### config.mk
export PLATFORM = sky130hd
export DESIGN_NAME = gpio_in_cond
export DESIGN_NICKNAME = d
export VERILOG_FILES = /design/src/rtl/gpio_in_cond_pkg.sv /design/src/rtl/gpio_in_cond_debounce_bit.sv /design/src/rtl/gpio_in_cond.sv
export SDC_FILE = /design/constraint.sdc
export NUM_CORES = 1
export LEC_CHECK = 0
export BUFFER_PORTS_ARGS = -buffer_cell sky130_fd_sc_hd__buf_2
export CAP_MARGIN = 5
export CORE_MARGIN = 2
export CORE_UTILIZATION = 40
export CTS_CLUSTER_DIAMETER = 60
export DETAILED_ROUTE_END_ITERATION = 10
export GPL_TIMING_DRIVEN = 0
export PLACE_DENSITY = 0.63
export SYNTH_ARGS = -nofsm -noshare
export SYNTH_HDL_FRONTEND = slang
export SYNTH_SLANG_ARGS = --single-unit
### constraint.sdc
create_clock -name clk -period 5.1 [get_ports clk]
set_input_delay 0.255 -clock clk [delete_from_list [all_inputs] [get_ports clk]]
set_output_delay 0.255 -clock clk [all_outputs]
set_load 0.02 [all_outputs]
### src/rtl/gpio_in_cond_pkg.sv
// Shared constants for the GPIO input conditioner: default sizing and the
// helper that turns a clock frequency into a debounce tick divider.
package gpio_in_cond_pkg;

    localparam int unsigned ClkHz  = 12_000_000;
    localparam int unsigned TickHz = 1_000;

    function automatic int unsigned ticks_for(input int unsigned clk_hz,
                                              input int unsigned tick_hz);
        return clk_hz / tick_hz;
    endfunction

    localparam int unsigned DefWidth   = 8;
    localparam int unsigned DefTickDiv = ticks_for(ClkHz, TickHz);
    localparam int unsigned DefStable  = 4;

endpackage

### src/rtl/gpio_in_cond_debounce_bit.sv
// One conditioned input: 2-FF synchronizer, tick-sampled stability counter,
// and the debounced level with its registered rise/fall strobes.
module gpio_in_cond_debounce_bit
    import gpio_in_cond_pkg::*;
#(
    parameter int unsigned STABLE = DefStable
) (
    input  logic clk,
    input  logic reset,
    input  logic pin_i,
    input  logic tick_i,
    output logic db_o,
    output logic rise_o,
    output logic fall_o
);

    localparam int unsigned CntW = $clog2(STABLE);
    localparam logic [CntW-1:0] CntLast = CntW'(STABLE - 1);

    logic            sync1_q, sync2_q;
    logic [CntW-1:0] cnt_q, cnt_d;
    logic            db_q, db_d;
    logic            rise_q, rise_d;
    logic            fall_q, fall_d;

    always_comb begin
        cnt_d  = cnt_q;
        db_d   = db_q;
        rise_d = 1'b0;
        fall_d = 1'b0;
        if (tick_i) begin
            if (sync2_q == db_q) begin
                cnt_d = '0;
            end else if (cnt_q == CntLast) begin
                // STABLE-th consecutive differing sample: accept the new level
                db_d   = sync2_q;
                cnt_d  = '0;
                rise_d = sync2_q;
                fall_d = ~sync2_q;
            end else begin
                cnt_d = cnt_q + CntW'(1);
            end
        end
    end

    always_ff @(posedge clk or negedge reset) begin
        if (!reset) begin
            sync1_q <= 1'b0;
            sync2_q <= 1'b0;
            cnt_q   <= '0;
            db_q    <= 1'b0;
            rise_q  <= 1'b0;
            fall_q  <= 1'b0;
        end else begin
            sync1_q <= pin_i;
            sync2_q <= sync1_q;
            cnt_q   <= cnt_d;
            db_q    <= db_d;
            rise_q  <= rise_d;
            fall_q  <= fall_d;
        end
    end

    assign db_o   = db_q;
    assign rise_o = rise_q;
    assign fall_o = fall_q;

endmodule

### src/rtl/gpio_in_cond.sv
// GPIO input conditioner: shared debounce prescaler, per-bit debouncers,
// sticky write-1-to-clear edge-pending flags and a maskable interrupt.
module gpio_in_cond
    import gpio_in_cond_pkg::*;
#(
    parameter int unsigned WIDTH    = DefWidth,
    parameter int unsigned TICK_DIV = DefTickDiv,
    parameter int unsigned STABLE   = DefStable
) (
    input  logic             clk,
    input  logic             reset,
    input  logic [WIDTH-1:0] pin_i,
    input  logic [WIDTH-1:0] clr_i,
    input  logic [WIDTH-1:0] irq_en_i,
    output logic [WIDTH-1:0] db_o,
    output logic [WIDTH-1:0] rise_o,
    output logic [WIDTH-1:0] fall_o,
    output logic [WIDTH-1:0] pend_o,
    output logic             irq_o
);

    localparam int unsigned PreW = $clog2(TICK_DIV);
    localparam logic [PreW-1:0] PreLast = PreW'(TICK_DIV - 1);

    logic [PreW-1:0]  pre_q, pre_d;
    logic             tick;
    logic [WIDTH-1:0] pend_q, pend_d;
    logic             irq_q, irq_d;

    assign tick = (pre_q == PreLast);

    always_comb begin
        pre_d = tick ? '0 : pre_q + PreW'(1);
        // A new edge outranks a clear arriving in the same cycle
        pend_d = (pend_q & ~clr_i) | rise_o | fall_o;
        irq_d  = |(pend_q & irq_en_i);
    end

    always_ff @(posedge clk or negedge reset) begin
        if (!reset) begin
            pre_q  <= '0;
            pend_q <= '0;
            irq_q  <= 1'b0;
        end else begin
            pre_q  <= pre_d;
            pend_q <= pend_d;
            irq_q  <= irq_d;
        end
    end

    for (genvar i = 0; i < WIDTH; i++) begin : g_bit
        gpio_in_cond_debounce_bit #(
            .STABLE(STABLE)
        ) u_db (
            .clk    (clk),
            .reset  (reset),
            .pin_i  (pin_i[i]),
            .tick_i (tick),
            .db_o   (db_o[i]),
            .rise_o (rise_o[i]),
            .fall_o (fall_o[i])
        );
    end

    assign pend_o = pend_q;
    assign irq_o  = irq_q;

endmodule
==> results_dict.tcl <==
set metrics [dict create \
    hold_buffers 5 \
    p_per_area_mw_per_mm2 266 \
    n_antenna_cell 0 \
    cp_num_buf_inv 2 \
    final-setup-viol-count 0 \
    io_buffers 58 \
    fmax_mhz 527 \
    required_ns 5.34 \
    multi_input_area_mm2 0.00122 \
    post-cts-setup-buffer-count 0 \
    synth_area_mm2 0.00347 \
    clk_latency_ns 0.34 \
    core-area_mm2 0.00830 \
    reg2reg_to "g_bit[7].u_db.cnt_q[0]" \
    avgRoutedWirePerCell_um 13.2 \
    clock_tree.htree_level_count 3 \
    synth_cell_types 29 \
    worst_path_max_delay_cell "dfrtp_1" \
    synth-seq-area-share 0.570 \
    fill_cells 739 \
    slowest_delay_ns 0.38 \
    yosysWarnings 0 \
    gp_congestion 0.772 \
    fin_worst_skew_ns 0.00665 \
    reg2regPathDepth 7 \
    hold_viol_final 0 \
    grt_pass1_wl_mm 10.6 \
    synth_area_leaders "dfrtp_1 (57%), buf_4 (5.2%), mux2_4 (3.5%)" \
    critical_path.top_delay_family "simple AND/OR/NAND/NOR gates" \
    drt_iter0_markers 75 \
    route.antenna.remaining_nets 0 \
    antenna_found_initial 0 \
    final_cell_mix "dfrtp_1 (79), buf_2 (61), buf_4 (25)" \
    max_cap_violations 0 \
    p_leak_nw 2.26 \
    slew_violations 0 \
    cp.arrival_ns 2.14 \
    wirelength_mm 6.12 \
    first_pass_iters 4 \
    rsz0062_at_grt "false" \
    cts_tree "built" \
    hold_class "in2reg" \
    syn2layout_area_growth_pct 19.7 \
    worstSetupStartpointType "flip-flop" \
    worstHoldStart "pin_i[6]" \
    cts-root-buf "clkbuf_8" \
    grt_max_degree 45 \
    hold_slack_ns 0.0229 \
    io_pins 59 \
    first_global_vias 2246 \
    cts_buffers 9 \
    start_util 0.418 \
    vdd_drop_max_mv 0.122 \
    mostFrequentLayoutCell "dfrtp_1" \
    final_nets 388 \
    status "finished clean" \
    row_count 33 \
    rrSetupSlack_ns 3.20 \
    yosysTopAreaCellShare 0.570 \
    clkTransAtPathRegs_ns 0.08 \
    die_h_um 97.2 \
    cts_max_path_buffers 2 \
    holdPathStages 1 \
    critPathCaptureType "flip-flop" \
    syn_area_per_cell_um2 12.5 \
    seq_area_mm2 0.00198 \
    worstHoldEndpoint "g_bit[6].u_db.sync1_q" \
    die_w_um 97.2 \
    cp_cell_sequence "ha_1 -> and4_2 -> nand4_2 -> buf_2 -> buf_2 -> nand2_1 -> nand2_1" \
    yosys.area.top_type "dfrtp_1" \
    vias_per_cell 4.79 \
    max-slew-margin-rel 0.686 \
    grt_use_total 0.141 \
    tightestPinTransition_ns 0.472 \
    dp_hpwl_mm 4.28 \
    worstPathMaxFanout 10 \
    worst-setup-path-type "reg2reg" \
    synth_cells 277 \
    reg2reg_from "pre_q[0]" \
    ys_ff_latch 79 \
    period_minus_slack_ns 1.90 \
    synth_nets 312 \
    vias 2213 \
    drive_gt1_frac 0.345 \
    clock-sinks 79 \
    cts_resized 0 \
    timing.final.crit_share 0.372 \
    grt-ovfl-total 0 \
    dieArea_mm2 0.00944 \
    fin_tns_setup_ns 0 \
    drc 0 \
]
[area by class of cell]
| cell class | count | share of cell area |
|---|---|---|
| repair buffers | 65 | 0.0898 |
| well taps | 105 | 0.0316 |
| clock inverters | 4 | 0.0114 |
| clock buffers | 11 | 0.0316 |
| plain buffers | 31 | 0.0584 |
| inverters | 8 | 0.00723 |
| multi-input cells | 159 | 0.294 |
| flip-flops and latches | 79 | 0.476 |
[power by group]
group          internal [W]  switching, W  leakage [nW]
registers          0.000632    0.00000449          1.05
logic             0.0000151     0.0000166          1.12
clock network      0.000222      0.000215        0.0892
[how the worst max path moves through the flow]
stage / to / start / slack, ns / cells past startpoint
2_1_floorplan: g_bit[3].u_db.db_o / pre_q[5] / 3.44 / 5
3_3_place_gp: g_bit[6].u_db.sync1_q / reset / 3.18 / 1
3_5_place_dp: g_bit[6].u_db.cnt_q[0] / pre_q[0] / 3.19 / 7
4_1_cts: g_bit[6].u_db.cnt_q[1] / pre_q[0] / 3.18 / 7
5_1_grt: g_bit[1].u_db.cnt_q[1] / pre_q[0] / 3.03 / 7
6_report: g_bit[7].u_db.cnt_q[0] / pre_q[0] / 3.20 / 7
[through the flow]
stage                     power (W)  area [µm²]  instances   util  worst slack [ns]
after CTS                   0.00112        4140        461  0.499              3.18
after floorplan            0.000653        3470        277      -              3.44
after detailed placement   0.000679        3920        441  0.472              3.19
after global placement     0.000676        3890        440  0.469              3.18
after global routing        0.00115        4150        462  0.501              3.03
final                       0.00111        4150        462  0.501              3.20
[metal layers]
layer | GRT usage | vias up | share of wire
met4 | 0.0520 | 0 | 0.016
met5 | 0 | - | 0
met3 | 0.0432 | 8 | 0.040
met2 | 0.228 | 40 | 0.49
li1 | - | 1080 | -
met1 | 0.178 | 1085 | 0.45
[registers in the layout, summed over array words and instances, names as in the netlist]
name,flops
g_bit.u_db.sync1_q,8
g_bit.u_db.cnt_q,16
pend_o,8
g_bit.u_db.fall_o,8
irq_o,1
g_bit.u_db.sync2_q,8
g_bit.u_db.rise_o,8
pre_q,14
g_bit.u_db.db_o,8
[synthesized netlist by cell type]
cell,number
inv_1,8
nand4_2,4
buf_2,4
buf_6,2
and3_1,3
nand2_1,24
xnor2_1,10
and4_1,3
nand4_4,5
nand3_1,6
nor4_1,5
or4_1,2
buf_4,24
a21o_1,5
o21ai_0,9
ha_1,9
a22oi_1,4
xor2_1,10
mux2_4,8
and2_4,1
buf_12,1
dfrtp_1,79
nor2_1,18
nor3b_1,16
nand4_1,5
nor4b_4,1
and2_1,3
and4_2,1
nand3b_1,7
[logic make-up after synthesis]
family                   synth area share
AO/OA/AOI/OAI                      0.0324
flip-flops                          0.570
buffers and inverters              0.0786
AND/OR/NAND/NOR                     0.202
multiplexers                       0.0346
XOR/XNOR                           0.0505
adder cells (fa/ha/maj)            0.0324
No activity file was read; power rests on OpenSTA's default activity.
